**src/rtl/uart_tx_fifo.sv**
```systemverilog
// UART transmitter with a small input FIFO: configurable data width and oversampling,
// runtime parity (none/even/odd) and one or two stop bits, latched per frame.
module uart_tx_fifo #(
    parameter int unsigned DATA_WIDTH = 8,
    parameter int unsigned OVERSAMPLE = 16,
    parameter int unsigned FIFO_DEPTH = 4
) (
    input  logic                               i_clock,
    input  logic                               i_reset,
    input  logic                               i_tick,
    input  logic [DATA_WIDTH-1:0]              i_data,
    input  logic                               i_valid,
    output logic                               o_ready,
    input  logic [1:0]                         i_parity_mode,
    input  logic                               i_stop2,
    output logic                               o_tx,
    output logic                               o_busy,
    output logic                               o_done,
    output logic [$clog2(FIFO_DEPTH+1)-1:0]    o_fifo_count
);

    localparam int unsigned PTR_W  = $clog2(FIFO_DEPTH);
    localparam int unsigned CNT_W  = $clog2(FIFO_DEPTH + 1);
    localparam int unsigned TICK_W = $clog2(OVERSAMPLE);
    localparam int unsigned IDX_W  = $clog2(DATA_WIDTH);

    typedef enum logic [2:0] {
        S_IDLE,
        S_START,
        S_DATA,
        S_PARITY,
        S_STOP
    } state_t;

    // ------------------------------------------------------------------
    // Input FIFO
    // ------------------------------------------------------------------
    logic [DATA_WIDTH-1:0] mem [FIFO_DEPTH];
    logic [PTR_W-1:0]      wr_ptr;
    logic [PTR_W-1:0]      rd_ptr;
    logic [CNT_W-1:0]      count_next;
    logic                  push;
    logic                  pop;
    logic [DATA_WIDTH-1:0] head;

    state_t                state;
    state_t                state_next;

    assign push = i_valid && o_ready;
    assign pop  = (state == S_IDLE) && (o_fifo_count != '0);
    assign head = mem[rd_ptr];

    always_comb begin
        count_next = o_fifo_count;
        if (push && !pop) begin
            count_next = o_fifo_count + CNT_W'(1);
        end else if (pop && !push) begin
            count_next = o_fifo_count - CNT_W'(1);
        end
    end

    always_ff @(posedge i_clock) begin
        if (i_reset) begin
            wr_ptr       <= '0;
            rd_ptr       <= '0;
            o_fifo_count <= '0;
            o_ready      <= 1'b1;
        end else begin
            if (push) begin
                wr_ptr <= wr_ptr + PTR_W'(1);
            end
            if (pop) begin
                rd_ptr <= rd_ptr + PTR_W'(1);
            end
            o_fifo_count <= count_next;
            o_ready      <= (count_next < CNT_W'(FIFO_DEPTH));
        end
    end

    // Storage needs no reset; occupancy is tracked by the pointers and count.
    always_ff @(posedge i_clock) begin
        if (push) begin
            mem[wr_ptr] <= i_data;
        end
    end

    // ------------------------------------------------------------------
    // Transmit state machine
    // ------------------------------------------------------------------
    logic [TICK_W-1:0]     tick_cnt;
    logic [TICK_W-1:0]     tick_next;
    logic [IDX_W-1:0]      bit_idx;
    logic [IDX_W-1:0]      bit_next;
    logic                  stop_idx;
    logic                  stop_next;
    logic [DATA_WIDTH-1:0] shift_reg;
    logic [DATA_WIDTH-1:0] shift_next;
    logic                  par_en;
    logic                  par_en_next;
    logic                  par_bit;
    logic                  par_bit_next;
    logic                  stop2_lat;
    logic                  stop2_next;
    logic                  tx_next;
    logic                  busy_next;
    logic                  done_next;
    logic                  bit_end;

    assign bit_end = i_tick && (tick_cnt == TICK_W'(OVERSAMPLE - 1));

    always_ff @(posedge i_clock) begin
        if (i_reset) begin
            state     <= S_IDLE;
            tick_cnt  <= '0;
            bit_idx   <= '0;
            stop_idx  <= 1'b0;
            shift_reg <= '0;
            par_en    <= 1'b0;
            par_bit   <= 1'b0;
            stop2_lat <= 1'b0;
            o_tx      <= 1'b1;
            o_busy    <= 1'b0;
            o_done    <= 1'b0;
        end else begin
            state     <= state_next;
            tick_cnt  <= tick_next;
            bit_idx   <= bit_next;
            stop_idx  <= stop_next;
            shift_reg <= shift_next;
            par_en    <= par_en_next;
            par_bit   <= par_bit_next;
            stop2_lat <= stop2_next;
            o_tx      <= tx_next;
            o_busy    <= busy_next;
            o_done    <= done_next;
        end
    end

    always_comb begin
        state_next   = state;
        tick_next    = tick_cnt;
        bit_next     = bit_idx;
        stop_next    = stop_idx;
        shift_next   = shift_reg;
        par_en_next  = par_en;
        par_bit_next = par_bit;
        stop2_next   = stop2_lat;
        tx_next      = o_tx;
        done_next    = 1'b0;

        if ((state != S_IDLE) && i_tick) begin
            tick_next = bit_end ? '0 : tick_cnt + TICK_W'(1);
        end

        unique case (state)
            S_IDLE: begin
                tx_next = 1'b1;
                // Frame config and parity are captured at pop so later changes cannot disturb it.
                if (pop) begin
                    shift_next   = head;
                    par_en_next  = (i_parity_mode == 2'b01) || (i_parity_mode == 2'b10);
                    par_bit_next = (^head) ^ i_parity_mode[1];
                    stop2_next   = i_stop2;
                    state_next   = S_START;
                    tick_next    = '0;
                    tx_next      = 1'b0;
                end
            end
            S_START: begin
                if (bit_end) begin
                    state_next = S_DATA;
                    bit_next   = '0;
                    tx_next    = shift_reg[0];
                end
            end
            S_DATA: begin
                if (bit_end) begin
                    if (bit_idx < IDX_W'(DATA_WIDTH - 1)) begin
                        bit_next   = bit_idx + IDX_W'(1);
                        shift_next = shift_reg >> 1;
                        tx_next    = shift_reg[1];
                    end else if (par_en) begin
                        state_next = S_PARITY;
                        tx_next    = par_bit;
                    end else begin
                        state_next = S_STOP;
                        stop_next  = 1'b0;
                        tx_next    = 1'b1;
                    end
                end
            end
            S_PARITY: begin
                if (bit_end) begin
                    state_next = S_STOP;
                    stop_next  = 1'b0;
                    tx_next    = 1'b1;
                end
            end
            S_STOP: begin
                tx_next = 1'b1;
                if (bit_end) begin
                    if (stop2_lat && !stop_idx) begin
                        stop_next = 1'b1;
                    end else begin
                        state_next = S_IDLE;
                        done_next  = 1'b1;
                    end
                end
            end
            default: begin
                state_next = S_IDLE;
                tx_next    = 1'b1;
            end
        endcase

        busy_next = (state_next != S_IDLE);
    end

endmodule
```
**config.mk**
```make
export PLATFORM = sky130hd
export DESIGN_NAME = uart_tx_fifo
export DESIGN_NICKNAME = d
export VERILOG_FILES = /design/src/rtl/uart_tx_fifo.sv
export SDC_FILE = /design/constraint.sdc
export NUM_CORES = 1
export LEC_CHECK = 0
export ABC_AREA = 1
export BUFFER_PORTS_ARGS = -buffer_cell sky130_fd_sc_hd__buf_2
export CELL_PAD_IN_SITES_DETAIL_PLACEMENT = 0
export CELL_PAD_IN_SITES_GLOBAL_PLACEMENT = 1
export CORE_AREA = 5 5 103 105
export CTS_CLUSTER_SIZE = 16
export DETAILED_ROUTE_END_ITERATION = 8
export DIE_AREA = 0 0 108 110
export HOLD_SLACK_MARGIN = 0.15
export PLACE_DENSITY = 0.65
export RECOVER_POWER = 25
export SYNTH_ARGS = -nofsm -noshare
export SYNTH_HDL_FRONTEND = slang
export SYNTH_SLANG_ARGS = --single-unit
```
**constraint.sdc**
```tcl
create_clock -name i_clock -period 2.7 [get_ports i_clock]
set_clock_uncertainty 0.2 [all_clocks]
set_input_delay 0.675 -clock i_clock [delete_from_list [all_inputs] [get_ports i_clock]]
set_output_delay 0.675 -clock i_clock [all_outputs]
set_load 0.01 [all_outputs]
```
# Word-level counts from Yosys, hierarchy flattened
# Memory sizes are Yosys's and may differ from the RTL's. A register that Yosys moved wholly into a read port is not among the register bits.
# Index checks and enable logic that the tools add are counted.
op_classes:
  n_eq_ne: 16
  n_addsub: 6
  muxes: 42
  magnitude_cmp: 2
  bitwise_logic: 3
  n_reduce_logical: 25
op_table:
  columns: ["cell", "n"]
  rows:
  - ["2-to-1 mux 3 bit", 13]
  - ["2-to-1 mux 8 bit", 3]
  - ["inequality test 2 bit, second input constant", 9]
  - ["2-to-1 mux 4 bit", 4]
  - ["case mux 8 bit (2 select lines)", 1]
  - ["2-to-1 mux 1 bit", 15]
  - ["case mux 3 bit (5 select lines)", 1]
  - ["nonzero test 3 bit", 4]
  - ["AND reduction 4 bit", 2]
  - ["XOR reduction 8 bit", 1]
  - ["logical AND 1 bit", 7]
  - ["AND reduction 7 bit", 1]
  - ["adder 3 x 1 -> 3 bit, second input constant", 2]
  - ["equality test 3 x 2 -> 1 bit, second input constant", 2]
  - ["< comparator 3 bit, second input constant", 2]
  - ["case mux 3 bit (2 select lines)", 1]
  - ["adder 2 x 1 -> 2 bit, second input constant", 2]
  - ["adder 4 x 1 -> 4 bit, second input constant", 1]
  - ["equality test 4 bit, second input constant", 1]
  - ["2-to-1 mux 2 bit", 2]
  - ["case mux 1 bit (4 select lines)", 1]
  - ["nonzero test 2 bit", 2]
  - ["equality test 3 x 1 -> 1 bit, second input constant", 1]
  - ["equality test 3 bit, second input constant", 1]
  - ["other kinds (12)", 15]
word_totals:
  out_inout_bits: 7
  elab_cells: 110
  mem_bits_rw: 32
  reg_bits: 33
  n_memories: 1
  input_bits: 15
mem_list:
  columns: ["name", "words", "width", "read_ports", "rd_ports_with_merged_regs", "write_ports", "line", "text"]
  rows:
  - ["mem", 4, 8, 1, 1, 1, "38", "logic [DATA_WIDTH-1:0] mem [FIFO_DEPTH];"]

# Longest topological paths before layout
# Gate-level depths: netlist of run 1.
depth:
  depth_word: 6
  ltp_mapped: 17
  ltp_nobuf: 16

# Worst setup path after synthesis of run 1
# No wires, ideal clock.
synth_path:
  path_type: "reg-to-reg"
  startpoint: "register o_fifo_count[0]"
  endpoint: "register o_ready"
  t_required_ps: 2381
  t_arrival_ps: 1773
  path_buffers: 0
  setup_slack_ps: 608
  path_stages_with_launch: 14
  setup_ps: 119
  period_less_slack_ps: 2092
  cell_sequence: "dfxtp_1 > inv_1 > ha_1 > nand2_1 > inv_1 > nor2_4 > inv_2 > ha_1 > inv_1 > nand2_1 > o21ai_0 > nor2_1 > nor3_1 > inv_1"
synth_between:
  elab_chain_len: 6
  elab_cells_between_ends: 10
  classes_between: "2 x add/sub; 1 x order compare; 2 x mux; 5 x reduce/logical"
synth_lines:
  columns: ["element", "line", "text"]
  rows:
  - ["start: declaration", "19", "output logic [$clog2(FIFO_DEPTH+1)-1:0] o_fifo_count"]
  - ["start signal: assignment", "75", "o_fifo_count <= count_next;"]
  - ["nonzero test 3 bit (*)", "50", "assign pop = (state == S_IDLE) && (o_fifo_count != '0);"]
  - ["logical AND 1 bit (*)", "50", null]
  - ["named net pop", "43", "logic pop;"]
  - ["logical AND 1 bit or zero test 1 bit (tied branches)", "57, 55", null]
  - ["2-to-1 mux 3 bit or logical AND 1 bit (tied branches)", "57, 55", null]
  - ["2-to-1 mux 3 bit (*)", "55", "if (push && !pop) begin"]
  - ["< comparator 3 bit (*)", "76", "o_ready <= (count_next < CNT_W'(FIFO_DEPTH));"]
  - ["end signal: assignment", "76", null]
  - ["end: declaration", "13", "output logic o_ready,"]
# Mark *: on every way through the listed nets, which the timed path passes. The rest lies on a longest branch.
# A chain may end at the register's enable or synchronous reset.

# Worst setup path in the final report of run 1
# Ends and elaborated chain as after synthesis.

==> summary.txt, run 1 <==
Placement
  • Hpwl dp: 4840 um
  • # port buffers: 21
  • Final Wtd Congestion: 0.792

Critical path
  • Family with the most delay on the worst path: simple AND/OR/NAND/NOR gates
  • Reg2reg end: o_ready
  • Crit path from: o_fifo_count[0]
  • Worst-path cell chain: inv_1 -> ha_1 -> nand2_1 -> inv_1 -> nor2_4 -> inv_2 -> ha_1 -> inv_1 -> nand2_1 -> o21ai_0 -> nor2_1 -> nor3_1 -> inv_1
  • Critical Path Sink: o_ready
  • Startpoint Class: register
  • R2R depth: 13
  • Crit path largest cell delay: 380 ps
  • Slowest-stage cell, CP: dfxtp_1
  • Setup slack, reg-to-reg: 410 ps
  • CP Max Fanout: 8
  • Reg2reg start: o_fifo_count[0]
  • Crit path DAT: 2320 ps
  • CP Depth: 13
  • CP Class: reg2reg
  • CP endpoint kind: register
  • Critical Path RT: 2740 ps
  • CP bufs+invs: 5
  • Crit-path most repeated cell: inv_1

STA
  • Setup TNS Final: 0 ps
  • Final hold viol count: 0
  • Worst-margin pin slew: 456 ps
  • Final setup viols: 0
  • Fmax: 0.438 GHz
  • RSZ-0062 raised after global routing: false
  • Max-slew headroom: 69.6%
  • Fin crit share: 84.6%
  • Fin. max-slew vios: 0
  • Fin crit period: 2290 ps
  • Hold Slack: 276 ps

Run
  • MaxCap Viol Count: 0

Synthesis
  • Sequential fraction of the synthesis area: 50.6%
  • EDFF count, synth: 32
  • Mean Syn Cell Area: 8.53 um^2
  • Distinct cell type count after synthesis: 40
  • Synth warn: 0
  • Post-Syn Instances: 385
  • Post-Syn Area: 3280 um^2
  • Fraction of registers with async set/reset: 0%
  • Post-Syn Nets: 411
  • Main synth FF type: dfxtp_1
  • Seq cells post-synth: 67

Finish
  • Diode count: 0
  • Fill cell count: 1000
  • Layout cells sized above 1: 18.1%
  • Nets@finish: 441
  • Most common cell after layout, fill and taps aside: nand2_1
  • Area Growth Syn to Fin: 14.2%
  • Commonest non-fill, non-tap cells in the layout: 114 x nand2_1, 36 x inv_1, 35 x dfxtp_1
  • Largest register FFs: 32

Global route
  • Congestion Overflow GR: 0
  • First-pass GRT wire length: 11300 um
  • Largest net degree at the start of global routing: 18
  • Number of global-route vias before repair: 2357
  • Total GRT Usage: 12.5%
  • Initial antenna violation count: 0

Power
  • Cell Pwr Density: 1050 nW/um^2
  • Pleak: 1.62 nW
  • IR drop worst, VDD: 0.428 mV

Status
  • Status: complete, no violations

Floorplanning
  • Num ports: 22
  • FP Rows: 36
  • Starting density of the core: 34.4%
  • Chip Width: 108 um
  • Core area: 9550 um^2
  • Die area: 11900 um^2
  • Die Height: 110 um

Clock tree
  • Resized cells post-CTS: 0
  • Hold_buf cts: 0
  • CTS clk-pin slew, worst paths: 80 ps
  • Clock Tree Root: clkbuf_8
  • Cts bufs inserted: 9
  • H-tree levels: 3
  • Clock insertion delay at the later pin of the skew report: 350 ps
  • Post-CTS Setup Inserts: 0
  • Max clock buf depth: 2
  • Clock Sinks: 67
  • CTS tree: done

Detailed routing
  • Post-DRT Antenna Nets: 0
  • DRT iter0 DRCs: 88
  • Residual DRC: 0
  • Vias/cell: 4.49
  • Vias: 2482
  • WL final: 6670 um
  • DR WL/cell: 12.1 um
  • Drt pass-1 iters: 6

Hold path
  • Worst Hold Class: reg2reg
-- worst min-delay path by stage --
| stage | startpoint | end | slack [ps] | depth (start not counted) |
|---|---|---|---|---|
| global placement | stop_idx | stop_idx | 270 | 2 |
| global route | stop_idx | stop_idx | 310 | 2 |
| detailed placement | stop2_lat | stop2_lat | 270 | 2 |
| finish | stop2_lat | stop2_lat | 280 | 2 |
| floorplan | stop2_lat | stop2_lat | 220 | 2 |
| CTS | stop2_lat | stop2_lat | 280 | 2 |
-- Yosys cell counts (2+ instances only) --
library cell	number	area share (%)
ha_1	11	4.2
nor3b_1	2	0.46
inv_1	36	4.1
nor2_4	3	1.0
buf_2	2	0.30
a31oi_1	3	0.57
edfxtp_1	32	29
a211oi_1	3	0.69
nor3_1	5	0.76
nand4_1	2	0.38
a21oi_1	17	2.6
nand2_1	114	13
nand3_2	5	1.5
nor2_1	27	3.1
dfxtp_1	35	21
inv_2	7	0.80
nand3_1	19	2.9
buf_4	2	0.46
o21ai_0	22	3.4
buf_8	2	0.91
nand2_2	13	2.5
a21oi_2	2	0.53
o21ai_1	3	0.46
o211ai_2	2	0.76
-- layout make-up --
class,instances,area [um^2],share of cell area [%]
sequential,67,1660,44.3
multi-input combinational,264,1370,36.6
inverter,45,175,4.67
tap,133,166,4.44
timing repair buffer,28,149,3.97
clock buffer,9,124,3.30
clock inverter,7,101,2.70
-- cells by family after synthesis --
family | count (synthesis) | share of synthesized area (%)
and+or+nand+nor | 195 | 27.2
DFF | 67 | 50.6
AOI/OAI and AO/OA | 57 | 10.1
buffers and inverters | 54 | 7.58
adders and majority gates | 11 | 4.19
xor gates and xnor gates | 1 | 0.267
-- where the power goes --
group | total [mW] | leakage, nW | switching (mW) | internal [mW]
logic | 1.59 | 0.933 | 1.04 | 0.542
registers | 1.39 | 0.580 | 0.124 | 1.27
clock network | 0.943 | 0.106 | 0.417 | 0.526
total | 3.92 | 1.62 | 1.58 | 2.34
-- tightest hold or removal path: stages, from the launching register on --
cell and delay [ps]:
dfxtp_1 330, inv_1 50, a21oi_1 50
-- per-layer routing --
layer | share of wire (%) | GRT usage [%]
met5 | 0 | 0
met4 | 2.0 | 6.58
met3 | 3.7 | 2.21
met2 | 45 | 19.1
met1 | 49 | 16.9
-- through the flow --
step	instances	worst slack, ps	total power [mW]	utilization (%)	instance area (um^2)
2_1_floorplan	385	608	2.68	-	3280
3_3_place_gp	537	481	3.02	37.0	3530
3_5_place_dp	537	406	3.03	37.0	3530
4_1_cts	553	392	3.98	39.4	3760
5_1_grt	553	150	4.28	39.3	3750
6_report	553	415	3.92	39.3	3750
Power figures use the tool's default switching activity.
==> inputs of run 2 (changes only) <==
Clock period 2.7 ns to 2.3 ns, I/O delays scaled along.
==> run 2 against run 1 <==
Combinational power is 22% higher. Utilization is 0.60 points higher. Sequential share of layout area is 0.67 points lower. Cell count is 0.72% higher. Global-route usage is 0.10 points lower. First-iteration DRC count is 13% lower. Hold slack worse by 27 ps. Flip-flop and latch count stayed put. Wire length is 0.43% lower. Largest cell class unchanged. Largest power group unchanged. Highest routed layer unchanged.
==> summary.txt, run 2 (same netlist as run 1, synthesis figures left out) <==
Status
  • Status: complete, no violations (unchanged)

STA
  • Max-slew headroom: 68.5% (was 69.6%)
  • Setup TNS Final: 0 ps (unchanged)
  • Final hold viol count: 0 (unchanged)
  • Worst-margin pin slew: 472 ps (was 456 ps)
  • Worst Slack Setup Final: 222 ps (was 415 ps)
  • Fin crit share: 90.3% (was 84.6%)
  • RSZ-0062 raised after global routing: false (unchanged)
  • Fin. max-slew vios: 0 (unchanged)
  • Final setup viols: 0 (unchanged)
  • Fin crit period: 2080 ps (was 2290 ps)
  • Fmax: 0.481 GHz (was 0.438 GHz)

Detailed routing
  • Drt pass-1 iters: 4 (was 6)
  • Vias: 2508 (was 2482)
  • Post-DRT Antenna Nets: 0 (unchanged)
  • WL final: 6640 um (was 6670 um)
  • Vias/cell: 4.50 (was 4.49)
  • Residual DRC: 0 (unchanged)
  • DR WL/cell: 11.9 um (was 12.1 um)
  • DRT iter0 DRCs: 77 (was 88)

Global route
  • Congestion Overflow GR: 0 (unchanged)
  • Largest net degree at the start of global routing: 19 (was 18)
  • Initial antenna violation count: 0 (unchanged)
  • Number of global-route vias before repair: 2467 (was 2357)
  • First-pass GRT wire length: 11400 um (was 11300 um)
  • Total GRT Usage: 12.4% (was 12.5%)

Hold path
  • Worst Hold Class: reg2reg (unchanged)

Clock tree
  • Max clock buf depth: 2 (unchanged)
  • Post-CTS Setup Inserts: 0 (unchanged)
  • Cts bufs inserted: 9 (unchanged)
  • H-tree levels: 3 (unchanged)
  • Resized cells post-CTS: 0 (unchanged)
  • Clock Sinks: 67 (unchanged)
  • Clock insertion delay at the later pin of the skew report: 340 ps (was 350 ps)
  • Hold_buf cts: 0 (unchanged)
  • CTS clk-pin slew, worst paths: 80 ps (about the same)
  • CTS tree: done (unchanged)
  • Clock Tree Root: clkbuf_8 (unchanged)

Critical path
  • Crit path DAT: 2100 ps (was 2320 ps)
  • CP Max Fanout: 4 (was 8)
  • CP endpoint kind: register (unchanged)
  • CP Class: reg2reg (unchanged)
  • Startpoint Class: register (unchanged)
  • Critical Path RT: 2330 ps (was 2740 ps)

Power
  • Clock power share: 24.7% (was 24.1%)
  • Psw: 1.82 mW (was 1.58 mW)
  • Cell Pwr Density: 1240 nW/um^2 (was 1050 nW/um^2)
  • Switching Share: 38.6% (was 40.4%)
  • Pleak: 1.66 nW (was 1.62 nW)
  • Share of power burned in registers: 34.0% (was 35.5%)
  • Internal: 2.90 mW (was 2.34 mW)
  • Comb pwr share: 41.2% (was 40.5%)
  • IR drop worst, VDD: 0.580 mV (was 0.428 mV)

Floorplanning
  • Num ports: 22 (unchanged)
  • FP Rows: 36 (unchanged)
  • Core area: 9550 um^2 (unchanged)
  • Die Height: 110 um (unchanged)
  • Starting density of the core: 34.4% (unchanged)
  • Die area: 11900 um^2 (unchanged)
  • Chip Width: 108 um (unchanged)

Finish
  • Largest register FFs: 32 (unchanged)
  • Area Growth Syn to Fin: 16.0% (was 14.2%)
  • Nets@finish: 445 (was 441)
  • Fill cell count: 1015 (was 1000)
  • Most common cell after layout, fill and taps aside: nand2_1 (unchanged)
  • Diode count: 0 (unchanged)
  • Layout cells sized above 1: 18.6% (was 18.1%)
  • Commonest non-fill, non-tap cells in the layout: 114 x nand2_1, 36 x inv_1, 35 x dfxtp_1 (unchanged)

Placement
  • # port buffers: 21 (unchanged)
  • Final Wtd Congestion: 0.768 (was 0.792)
  • Hpwl dp: 4750 um (was 4840 um)
  • DP Worst Slack: 217 ps (was 406 ps)

Run
  • MaxCap Viol Count: 0 (unchanged)
-- run 2: metrics by stage --
step / cell area (um^2) / utilization [%] / instances / hold slack (ps) / power [mW]
after CTS: 3820 / 40.0 / 557 / 231 / 4.79
after global routing: 3810 / 39.9 / 557 / 268 / 5.15
after floorplan: 3280 / - / 385 / 224 / 3.15
final: 3810 / 39.9 / 557 / 249 / 4.71
after detailed placement: 3580 / 37.5 / 541 / 240 / 3.61
after global placement: 3580 / 37.5 / 541 / 235 / 3.58
-- run 2: per-layer routing --
layer / track usage, % / routed length (um) / share of wire [%] / vias to the layer above
met1: 16.2 / 3350 / 50 / 1129
met4: 5.77 / 117 / 1.8 / 0
met5: 0 / 0 / 0 / -
met3: 2.68 / 196 / 3.0 / 9
li1: - / - / - / 1337
met2: 19.6 / 2980 / 45 / 33
-- run 2: worst max-delay path: stages (launching register included) --
cell	delay [ps]
dfxtp_1	380
inv_1	90
ha_1	200
nand2_1	80
inv_1	70
nor2_4	130
inv_2	50
ha_1	180
inv_1	100
nand2_1	60
o21ai_0	100
nor2_1	70
nor3_1	210
inv_1	60
-- run 2: power by group through the flow --
stage	logic, mW	clock network, mW	registers, mW
after floorplan	1.52	0	1.63
after global placement	1.95	0	1.63
after detailed placement	1.98	0	1.63
after CTS	1.99	1.20	1.61
after global routing	2.26	1.26	1.63
final	1.94	1.17	1.60
-- run 2: worst paths after layout --
kind,endpoint,startpoint,slack (ps),cells after the start
min reg2reg,stop2_lat,stop2_lat,250,2
max reg2reg,o_ready,o_fifo_count[0],220,13
min,stop2_lat,stop2_lat,250,2
max,o_ready,o_fifo_count[0],220,13
-- run 2: area by class of cell --
type | instances | area [um^2] | share of cell area (%)
sequential | 67 | 1660 | 43.6
multi-input combinational | 264 | 1370 | 36.1
timing repair buffer | 32 | 191 | 5.03
inverter | 45 | 175 | 4.60
tap | 133 | 166 | 4.37
clock buffer | 9 | 124 | 3.25
clock inverter | 7 | 116 | 3.06
